$ cat config.mk
export PLATFORM = sky130hd
export DESIGN_NAME = apple_spawn_ctrl_flat
export DESIGN_NICKNAME = d
export VERILOG_FILES = /design/src/rtl/apple_spawn_ctrl_if.sv /design/src/rtl/apple_spawn_ctrl.sv /design/src/flat_wrapper.sv
export SDC_FILE = /design/constraint.sdc
export NUM_CORES = 1
export LEC_CHECK = 0
export CAP_MARGIN = 20
export CORE_UTILIZATION = 37
export CTS_CLUSTER_SIZE = 12
export DETAILED_ROUTE_END_ITERATION = 12
export PLACE_DENSITY = 0.76
export SLEW_MARGIN = 5
export SYNTH_ARGS = -nofsm -noshare
export SYNTH_HDL_FRONTEND = slang
export SYNTH_SLANG_ARGS = --single-unit
$ cat constraint.sdc
create_clock -name VGA_clk -period 5.9 [get_ports VGA_clk]
set_input_delay 0.885 -clock VGA_clk [delete_from_list [all_inputs] [get_ports VGA_clk]]
set_output_delay 0.885 -clock VGA_clk [all_outputs]
set_load 0.03 [all_outputs]
$ cat src/rtl/apple_spawn_ctrl_if.sv
// rtl/apple_spawn_ctrl_if.sv - generator step and occupancy-check handshake between the spawn sequencer and its helpers
interface apple_spawn_ctrl_if;
  logic       update;
  logic [9:0] rand_X;
  logic [8:0] rand_Y;
  logic       chk_req;
  logic [9:0] chk_X;
  logic [8:0] chk_Y;
  logic       chk_ack;
  logic       chk_hit;

  modport master (
    output update, chk_req, chk_X, chk_Y,
    input  rand_X, rand_Y, chk_ack, chk_hit
  );

  modport slave (
    input  update, chk_req, chk_X, chk_Y,
    output rand_X, rand_Y, chk_ack, chk_hit
  );
endinterface

$ cat src/rtl/apple_spawn_ctrl.sv
// rtl/apple_spawn_ctrl.sv - apple respawn sequencer: step generator, settle, sample, occupancy check, retry or fallback
module apple_spawn_ctrl #(
  parameter int MAX_TRIES  = 8,
  parameter int SETTLE     = 2,
  parameter int INIT_X     = 70,
  parameter int INIT_Y     = 90,
  parameter int FALLBACK_X = 40,
  parameter int FALLBACK_Y = 40,
  parameter int X_MIN      = 40,
  parameter int X_MAX      = 569,
  parameter int Y_MIN      = 40,
  parameter int Y_MAX      = 399
) (
  input  logic                VGA_clk,
  input  logic                rst_n,
  input  logic                eat,
  apple_spawn_ctrl_if.master  bus,
  output logic [9:0]          apple_X,
  output logic [8:0]          apple_Y,
  output logic                apple_valid,
  output logic                busy,
  output logic [7:0]          eaten
);

  typedef enum logic [2:0] {SHOW, REQ, WAIT, SAMPLE, CHECK, COMMIT} state_t;

  localparam logic [9:0] X_LO   = 10'(X_MIN);
  localparam logic [9:0] X_HI   = 10'(X_MAX);
  localparam logic [8:0] Y_LO   = 9'(Y_MIN);
  localparam logic [8:0] Y_HI   = 9'(Y_MAX);
  localparam logic [9:0] X_INIT = 10'(INIT_X);
  localparam logic [8:0] Y_INIT = 9'(INIT_Y);
  localparam logic [9:0] X_FB   = 10'(FALLBACK_X);
  localparam logic [8:0] Y_FB   = 9'(FALLBACK_Y);
  localparam logic [3:0] TRIES  = 4'(MAX_TRIES);
  localparam logic [2:0] SETTLE_W = 3'(SETTLE);

  state_t     state_q, state_d;
  logic [2:0] settle_q, settle_d;
  logic [3:0] try_q, try_d;
  logic       fb_q, fb_d;
  logic       update_q, update_d;
  logic       chk_req_q, chk_req_d;
  logic [9:0] chk_x_q, chk_x_d;
  logic [8:0] chk_y_q, chk_y_d;
  logic [9:0] apple_x_d;
  logic [8:0] apple_y_d;
  logic       apple_valid_d, busy_d;
  logic [7:0] eaten_d;

  logic       in_range, exhausted, fail_try;
  logic [3:0] try_inc;

  assign in_range  = (bus.rand_X >= X_LO) && (bus.rand_X <= X_HI) &&
                     (bus.rand_Y >= Y_LO) && (bus.rand_Y <= Y_HI);
  assign try_inc   = try_q + 4'd1;
  assign exhausted = (try_inc == TRIES);
  assign fail_try  = ((state_q == SAMPLE) && !in_range) ||
                     ((state_q == CHECK) && bus.chk_ack && bus.chk_hit);

  always_ff @(posedge VGA_clk or negedge rst_n) begin
    if (!rst_n) state_q <= SHOW;
    else        state_q <= state_d;
  end

  always_comb begin
    state_d = state_q;
    case (state_q)
      SHOW:    if (eat) state_d = REQ;
      REQ:     state_d = WAIT;
      WAIT:    if (settle_q == SETTLE_W) state_d = SAMPLE;
      SAMPLE:  state_d = in_range ? CHECK : (exhausted ? COMMIT : REQ);
      CHECK:   if (bus.chk_ack)
                 state_d = (!bus.chk_hit || exhausted) ? COMMIT : REQ;
      COMMIT:  state_d = SHOW;
      default: state_d = SHOW;
    endcase
  end

  // Every output is the registered image of this decode, so busy tracks the state exactly.
  always_comb begin
    settle_d      = (state_q == WAIT) ? settle_q + 3'd1 : 3'd0;
    try_d         = try_q;
    fb_d          = fb_q;
    update_d      = (state_q == REQ);
    chk_req_d     = ((state_q == SAMPLE) && in_range) ||
                    ((state_q == CHECK) && !bus.chk_ack);
    chk_x_d       = chk_x_q;
    chk_y_d       = chk_y_q;
    apple_x_d     = apple_X;
    apple_y_d     = apple_Y;
    apple_valid_d = 1'b0;
    busy_d        = (state_d != SHOW);
    eaten_d       = eaten;
    case (state_q)
      SHOW: begin
        apple_valid_d = !eat;
        if (eat) begin
          try_d = 4'd0;
          fb_d  = 1'b0;
          if (eaten != 8'hFF) eaten_d = eaten + 8'd1;
        end
      end
      SAMPLE: begin
        chk_x_d = bus.rand_X;
        chk_y_d = bus.rand_Y;
      end
      COMMIT: begin
        apple_valid_d = 1'b1;
        apple_x_d     = fb_q ? X_FB : chk_x_q;
        apple_y_d     = fb_q ? Y_FB : chk_y_q;
      end
      default: ;
    endcase
    if (fail_try) begin
      try_d = try_inc;
      if (exhausted) fb_d = 1'b1;
    end
  end

  always_ff @(posedge VGA_clk or negedge rst_n) begin
    if (!rst_n) begin
      settle_q    <= 3'd0;
      try_q       <= 4'd0;
      fb_q        <= 1'b0;
      update_q    <= 1'b0;
      chk_req_q   <= 1'b0;
      chk_x_q     <= 10'd0;
      chk_y_q     <= 9'd0;
      apple_X     <= X_INIT;
      apple_Y     <= Y_INIT;
      apple_valid <= 1'b1;
      busy        <= 1'b0;
      eaten       <= 8'd0;
    end else begin
      settle_q    <= settle_d;
      try_q       <= try_d;
      fb_q        <= fb_d;
      update_q    <= update_d;
      chk_req_q   <= chk_req_d;
      chk_x_q     <= chk_x_d;
      chk_y_q     <= chk_y_d;
      apple_X     <= apple_x_d;
      apple_Y     <= apple_y_d;
      apple_valid <= apple_valid_d;
      busy        <= busy_d;
      eaten       <= eaten_d;
    end
  end

  assign bus.update  = update_q;
  assign bus.chk_req = chk_req_q;
  assign bus.chk_X   = chk_x_q;
  assign bus.chk_Y   = chk_y_q;

endmodule

$ cat src/flat_wrapper.sv
// flat-port wrapper written by rule: the top's interface ports become plain ports
module apple_spawn_ctrl_flat 
#(
  parameter int MAX_TRIES  = 8,
  parameter int SETTLE     = 2,
  parameter int INIT_X     = 70,
  parameter int INIT_Y     = 90,
  parameter int FALLBACK_X = 40,
  parameter int FALLBACK_Y = 40,
  parameter int X_MIN      = 40,
  parameter int X_MAX      = 569,
  parameter int Y_MIN      = 40,
  parameter int Y_MAX      = 399
)
  (VGA_clk, rst_n, eat, apple_X, apple_Y, apple_valid, busy, eaten, bus_update, bus_chk_req, bus_chk_X, bus_chk_Y, bus_rand_X, bus_rand_Y, bus_chk_ack, bus_chk_hit);
  apple_spawn_ctrl_if bus_i ();
  input  logic VGA_clk;
  input  logic rst_n;
  input  logic eat;
  output logic [9:0] apple_X;
  output logic [8:0] apple_Y;
  output logic apple_valid;
  output logic busy;
  output logic [7:0] eaten;
  output wire logic [$bits(bus_i.update)-1:0] bus_update;
  output wire logic [$bits(bus_i.chk_req)-1:0] bus_chk_req;
  output wire logic [$bits(bus_i.chk_X)-1:0] bus_chk_X;
  output wire logic [$bits(bus_i.chk_Y)-1:0] bus_chk_Y;
  input wire logic [$bits(bus_i.rand_X)-1:0] bus_rand_X;
  input wire logic [$bits(bus_i.rand_Y)-1:0] bus_rand_Y;
  input wire logic [$bits(bus_i.chk_ack)-1:0] bus_chk_ack;
  input wire logic [$bits(bus_i.chk_hit)-1:0] bus_chk_hit;
  assign bus_update = bus_i.update;
  assign bus_chk_req = bus_i.chk_req;
  assign bus_chk_X = bus_i.chk_X;
  assign bus_chk_Y = bus_i.chk_Y;
  assign bus_i.rand_X = bus_rand_X;
  assign bus_i.rand_Y = bus_rand_Y;
  assign bus_i.chk_ack = bus_chk_ack;
  assign bus_i.chk_hit = bus_chk_hit;
  apple_spawn_ctrl #(.MAX_TRIES(MAX_TRIES), .SETTLE(SETTLE), .INIT_X(INIT_X), .INIT_Y(INIT_Y), .FALLBACK_X(FALLBACK_X), .FALLBACK_Y(FALLBACK_Y), .X_MIN(X_MIN), .X_MAX(X_MAX), .Y_MIN(Y_MIN), .Y_MAX(Y_MAX)) u_core (.VGA_clk(VGA_clk), .rst_n(rst_n), .eat(eat), .bus(bus_i), .apple_X(apple_X), .apple_Y(apple_Y), .apple_valid(apple_valid), .busy(busy), .eaten(eaten));
endmodule
Yosys cells after proc, flatten, opt, wreduce, memory -nomap -nowiden
Cells that the tools add are included.
{ "totals": {"reg_bits": 61, "in_bits": 24, "output_inout_bits": 50, "word_cells": 67} }
{ "classes": {"addsub": 3, "order_cmp": 4, "eq_ne": 8, "muxes": 18, "n_reduce_logical": 21} }
{ "ops": {"columns": ["operator", "n"], "rows": [
  ["3-bit 2-to-1 mux", 7],
  ["3-bit one-hot mux with 5 select lines", 1],
  ["4-bit 2-to-1 mux", 3],
  ["10-bit by 6-bit greater-or-equal comparator with 1-bit output, second input constant", 1],
  ["10-bit <= comparator, second input constant", 1],
  ["10-bit 2-to-1 mux", 1],
  ["3-bit by 2-bit == test with 1-bit output, second input constant", 3],
  ["9-bit by 6-bit greater-or-equal comparator with 1-bit output, second input constant", 1],
  ["9-bit <= comparator, second input constant", 1],
  ["9-bit 2-to-1 mux", 1],
  ["8-bit by 1-bit adder with 8-bit output, second input constant", 1],
  ["1-bit logical AND", 8],
  ["8-bit != test, second input constant", 1],
  ["3-bit == test, second input constant", 2],
  ["4-bit by 1-bit adder with 4-bit output, second input constant", 1],
  ["4-bit == test, second input constant", 1],
  ["1-bit zero test", 4],
  ["1-bit 2-to-1 mux", 4],
  ["2-bit nonzero test", 2],
  ["3-bit by 1-bit adder with 3-bit output, second input constant", 1],
  ["3-bit by 1-bit == test with 1-bit output, second input constant", 1],
  ["3-bit zero test", 1],
  ["1-bit logical OR", 3],
  ["3-bit AND reduction", 1],
  ["3 further kinds", 3]
]} }

Depth between registers and ports, before layout
Gate-level depths: netlist of run 1.
{ "logic_depth": {"depth_word": 9, "ltp_mapped": 7, "mapped_depth_nobuf": 6} }

Least setup slack after synthesis of run 1
Ideal clock, no wire load.
{ "synth_path": {"kind": "input-to-reg", "start": "in eat", "end": "reg u_core.eaten[1]", "setup_ns": 0.125, "arrival_time_ns": 2.043, "t_required_ns": 5.775, "slack_ns": 3.732, "stages": 4, "path_buffers": 1, "path_cell_list": "or4b_1 -> buf_2 -> a31oi_4 -> mux2_2"} }
{ "synth_via": {"elab_chain_cells": 1} }
{ "synth_rtl": {"columns": ["element", "line", "text"], "rows": [
  ["from (decl)", "flat_wrapper.sv:19", "input logic eat;"],
  ["3-bit AND reduction (no source line)", null, null],
  ["to (signal assigned)", "apple_spawn_ctrl.sv:147", "eaten <= eaten_d;"],
  ["to (decl)", "apple_spawn_ctrl.sv:22", "output logic [7:0] eaten"]
]} }
Every way passes these cells.
A chain may end at the register's enable or synchronous reset.

Worst setup path after layout of run 1
{ "layout_path": {"start": "in bus_rand_Y[6]", "end": "reg u_core.try_q[1]"} }
{ "layout_via": {"elab_chain_cells": 8, "word_cells_on_any_way": 11, "classes_between": "2 x order compare; 1 x mux; 8 x reduce/logical"} }
{ "layout_rtl": {"columns": ["element", "line", "text"], "rows": [
  ["from (decl)", "flat_wrapper.sv:30", "input wire logic [$bits(bus_i.rand_Y)-1:0] bus_rand_Y;"],
  ["9-bit by 6-bit greater-or-equal comparator with 1-bit output", "apple_spawn_ctrl.sv:55", "(bus.rand_Y >= Y_LO) && (bus.rand_Y <= Y_HI);"],
  ["1-bit logical AND", "apple_spawn_ctrl.sv:54", "assign in_range = (bus.rand_X >= X_LO) && (bus.rand_X <= X_HI) &&"],
  ["1-bit logical AND *", "apple_spawn_ctrl.sv:55", null],
  ["1-bit zero test *", "apple_spawn_ctrl.sv:58", "assign fail_try = ((state_q == SAMPLE) && !in_range) ||"],
  ["1-bit logical AND *", "apple_spawn_ctrl.sv:58", null],
  ["1-bit logical OR *", "apple_spawn_ctrl.sv:58", null],
  ["2-bit nonzero test (no source line)", null, null],
  ["2-bit AND reduction (no source line)", null, null],
  ["to (signal assigned)", "apple_spawn_ctrl.sv:137", "try_q <= try_d;"],
  ["to (decl)", "apple_spawn_ctrl.sv:40", "logic [3:0] try_q, try_d;"]
]} }
Mark *: on every way between the ends. The rest lies on a longest branch, timed or not.

==> results.cfg, run 1 <==
[run_status]
status = complete, no violations

[drt]
drc = 0
vias_per_cell = 4.70
wl_per_cell_um = 12.9
firstDrtPassIters = 4
drtIter0Drc = 50
wl_mm = 5.77
drtAntennaViolNets = 0
vias = 2103

[placed_design]
io_buffers = 73
gp_congestion = 0.858
placedCellCount = 431
dpl.hpwl_mm = 4.02

[floorplanning]
die_h_um = 87.3
die_x_um = 87.3
row_count = 30
core-area_um2 = 6910
initial_utilization = 0.390
die-area_um2 = 7620
ioPinCount = 74

[synth]
synth_fp_nets = 301
synth-async-reset-ratio = 1.00
avgSynthCellArea_um2 = 9.86
dominantRegCellSynth = dfrtp_1
synth_cells = 273
ys_seq_area_frac = 0.571
yosysUniqueCellTypes = 42
yosysWarnings = 0
synth_edf_count = 0
ys_ff_latch = 61
syn_area_um2 = 2690

[worst_setup_path]
criticalPathCategory = input pin to flop
cp-start-kind = input pin
path_delay_family = compound AO/OA/AOI/OAI gates
worstPathArrival_ps = 2720
critPathCaptureType = flop
max_stage_delay_ps = 460
crit_fanout = 5
worstPathRequired_ps = 6130
critPathSlowestCell = clkdlybuf4s50_1
rrSetupSlack_ps = 3870
critPathBufInv = 1
worstPathCellList = clkdlybuf4s50_1, o311ai_0, o41ai_1, a2bb2oi_1, nand2_1, a21bo_2

[timing]
finalMaxSlewViolations = 0
hold_ws_ps = 458
setup_viol = 0
tightest_slew_ps = 748
fmax_ghz = 0.402
rsz0062_at_grt = false
skew_ps = 7.34
finalCritPeriodShare = 0.422
fin_crit_ps = 2490
tns_ps = 0
finalHoldViolations = 0
slew_headroom = 0.502

[final_layout]
syn_to_final_growth_pct = 37.7
antenna_cells = 0
drive_gt1_frac = 0.105
final_util = 0.537
final_nets = 374
final_cells = 447

[grt]
grt_pass1_wl_mm = 9.87
grt_pass1_vias = 2113
overflow = 0
antenna_found_initial = 0
grt_usage = 0.170
grt_max_degree = 62

[cts]
htreeDepth = 3
ctsHoldBuffers = 0
cts_setup_buffers = 0
clock-sinks = 61
cts_max_path_buffers = 2
path_clk_slew_ps = 60
cts_tree = built
root_buffer = clkbuf_8
post_cts_resize_count = 0
numCtsBuffers = 9
clk_latency_ps = 340

[job]
drv_cap = 0

[worst_hold_path]
hold_path_class = flop to flop

[power_and_ir_drop]
ir_drop_v = 0.000216
leakage_nw = 1.65
power_mw = 2.13
powerDensity_nw_per_um2 = 575
[metrics by stage]
stage | worst slack (ps) | area [um2]
floorplan | 3730 | 2690
global placement | 3100 | 3490
detailed placement | 3070 | 3490
CTS | 3420 | 3710
global route | 3300 | 3710
finish | 3410 | 3710
[cell usage in the layout, fill, tap and decap left out, drive strengths merged, types with 2 or more instances in the layout]
master,instances
o21ai,23
clkinv,3
dfstp,8
nand2,89
clkbuf,11
ha,4
and3,3
nand2b,17
clkdlybuf4s50,72
a22o,2
nor3,3
xnor2,7
nand4,5
xor2,4
o21a,2
mux2i,3
dfrtp,53
nor2,15
bufinv,2
buf,4
[cell type report]
type                       instances  area [um2]
clock buffer                      11         141
sequential                        61        1540
timing repair buffer              76         748
inverter                           1        3.75
fill                             648        3200
clock inverter                     5        75.1
tap                               96         120
multi-input combinational        197        1080
[worst reg2reg max path, stage by stage (launching register included)]
cell	delay [ps]
dfrtp_1	490
or4b_1	710
a31oi_4	330
nand4_4	160
nor2_2	120
xor2_1	150
[flip-flops by register name, summed over array words and instances (netlist names)]
signal	flops
u_core.apple_X	10
u_core.bus.chk_X	10
u_core.apple_Y	9
u_core.bus.chk_Y	9
u_core.eaten	8
u_core.try_q	4
u_core.settle_q	3
u_core.state_q	3
u_core.apple_valid	1
u_core.bus.chk_req	1
u_core.bus.update	1
u_core.busy	1
u_core.fb_q	1
[path summary, 6_finish.rpt]
kind	startpoint	to	depth (start not counted)
setup / recovery	bus_rand_Y[6]	u_core.try_q[1]	6
hold / removal	u_core.settle_q[0]	u_core.settle_q[0]	1
setup reg to reg	u_core.state_q[0]	u_core.eaten[7]	5
hold reg to reg	u_core.settle_q[0]	u_core.settle_q[0]	1
max in group asynchronous	rst_n	u_core.eaten[6]	2
min in group asynchronous	rst_n	u_core.apple_X[0]	2
[cell usage after synthesis (2+ instances only)]
library cell / number / share of area
mux2i_1: 3 / 0.011
and3_1: 3 / 0.0070
nor2_2: 2 / 0.0046
o21ai_0: 23 / 0.043
nand2b_1: 17 / 0.039
xnor2_1: 7 / 0.023
nand2_1: 89 / 0.12
xor2_1: 4 / 0.013
buf_6: 2 / 0.0084
clkbuf_1: 11 / 0.015
ha_1: 4 / 0.019
nor3_1: 3 / 0.0056
dfrtp_1: 53 / 0.49
nand4_1: 4 / 0.0093
o21a_1: 2 / 0.0056
dfstp_2: 8 / 0.078
nor2_1: 13 / 0.018
[kinds of logic after synthesis]
family,share of synthesized area
buf+inv,0.0269
flops,0.571
compound gates,0.0939
mux,0.0153
xor+xnor,0.0358
simple gates,0.239
fa+ha+maj,0.0186
[where the power goes]
part           switching, mW  internal [mW]
sequential             0.149          0.614
clock                  0.157          0.247
combinational          0.559          0.405
[metal layers]
layer / share of wire / routed length [um] / vias to the layer above / track usage
li1: - / - / 1048 / -
met1: 0.43 / 2510 / 987 / 0.206
met2: 0.50 / 2860 / 53 / 0.279
met3: 0.043 / 249 / 15 / 0.0360
met4: 0.027 / 153 / 0 / 0.0999
met5: 0 / 0 / - / 0
Power figures use the tool's default switching activity.
==> inputs of run 2 (changes only) <==
Clock period 5.9 ns to 2.6 ns, I/O delays scaled along.
==> results.cfg, run 2 (same netlist as run 1, synthesis figures left out) <==
[cts]
htreeDepth = 3
clk_latency_ps = 330
numCtsBuffers = 9
root_buffer = clkbuf_8
ctsHoldBuffers = 0
path_clk_slew_ps = 70
clock-sinks = 61
post_cts_resize_count = 0
cts_tree = built
cts_setup_buffers = 0
cts_max_path_buffers = 2

[worst_setup_path]
crit_start = u_core.state_q[2]
critPathBufInv = 0
critPathSlowestCell = or4b_1
worstPathCellList = or4b_1, a31oi_4, nand4_4, nor2_2, xor2_1
crit_fanout = 14
worstPathArrival_ps = 2290
max_stage_delay_ps = 680
worstPathRequired_ps = 2860
criticalPathCategory = flop to flop
path_delay_family = simple AND/OR/NAND/NOR gates
rr_startpoint = u_core.state_q[2]
cp-start-kind = flop
critPathCaptureType = flop

[timing]
skew_ps = 8.74
setup_viol = 0
slew_headroom = 0.603
finalWorstSetupSlack_ps = 570
tns_ps = 0
finalCritPeriodShare = 0.781
fmax_ghz = 0.493
hold_ws_ps = 5.87
fin_crit_ps = 2030
rsz0062_at_grt = false
finalHoldViolations = 0
finalMaxSlewViolations = 0
tightest_slew_ps = 588

[drt]
drc = 0
vias_per_cell = 4.69
wl_mm = 5.75
firstDrtPassIters = 4
vias = 2102
drtIter0Drc = 84
wl_per_cell_um = 12.8
drtAntennaViolNets = 0

[grt]
grt_usage = 0.166
overflow = 0
grt_pass1_vias = 2066
grt_pass1_wl_mm = 9.60
grt_max_degree = 39
antenna_found_initial = 0

[job]
drv_cap = 0

[final_layout]
drive_gt1_frac = 0.111
n_fill_cell = 629
syn_to_final_growth_pct = 39.4
antenna_cells = 0
final_nets = 376
layout_common_cells = nand2_1 (89), clkdlybuf4s50_1 (72), dfrtp_1 (53)
final_common_cell = nand2_1

[floorplanning]
initial_utilization = 0.390
row_count = 30
die-area_um2 = 7620
ioPinCount = 74
core-area_um2 = 6910
die_x_um = 87.3
die_h_um = 87.3

[power_and_ir_drop]
clkPwrFrac = 0.208
powerDensity_nw_per_um2 = 1320
leakage_nw = 1.67
switching_share = 0.395
p_int_mw = 3.00
seq_power_share = 0.351
p_switching_mw = 1.96
comb_power_share = 0.441
ir_drop_v = 0.000673

[placed_design]
place_ws_ps = 226
dpl.hpwl_mm = 4.25
io_buffers = 73
gp_congestion = 0.856

[worst_hold_path]
hold_path_class = input pin to async pin

[run_status]
status = complete, no violations
-- run 2: power groups by stage --
| stage | registers, mW | logic (mW) | clock network (mW) |
|---|---|---|---|
| finish | 1.74 | 2.19 | 1.03 |
| floorplan | 2.38 | 0.668 | 0 |
| global placement | 1.74 | 2.17 | 0 |
| global route | 1.81 | 2.38 | 1.10 |
| detailed placement | 1.77 | 2.21 | 0 |
| CTS | 1.75 | 2.21 | 1.06 |
-- run 2: through the flow --
stage / area (um2) / utilization / total power, mW / instances
6_report: 3750 / 0.543 / 4.97 / 448
4_1_cts: 3750 / 0.543 / 5.02 / 448
2_1_floorplan: 2690 / - / 3.05 / 273
3_3_place_gp: 3510 / 0.508 / 3.91 / 433
5_1_grt: 3750 / 0.543 / 5.28 / 448
3_5_place_dp: 3510 / 0.508 / 3.98 / 433
-- run 2: final timing paths --
path / cells past startpoint / to / slack [ps]
worst max-delay path: 5 / u_core.eaten[5] / 570
worst min-delay path: 1 / u_core.bus.chk_X[5] / 6
worst max register to register: 5 / u_core.eaten[5] / 570
worst min register to register: 1 / u_core.settle_q[0] / 450
max in group asynchronous: 2 / u_core.apple_valid / 1900
min in group VGA_clk: 1 / u_core.settle_q[0] / 450
-- run 2: metal layers --
metal	vias up	part of all wire	global-route usage	wire (um)
met4	0	0.011	0.0715	66
li1	1052	-	-	-
met2	48	0.51	0.268	2900
met1	996	0.45	0.206	2590
met3	6	0.033	0.0474	190
met5	-	0	0	0
-- run 2: cell type report --
cell class                      count  area (um2)  share of cell area
Clock buffer                       11         151              0.0403
Sequential cell                    61        1540               0.409
Clock inverter                      4        95.1              0.0253
Multi-Input combinational cell    197        1080               0.289
Inverter                            1        3.75             0.00100
Tap cell                           96         120              0.0320
Timing Repair Buffer               78         763               0.203
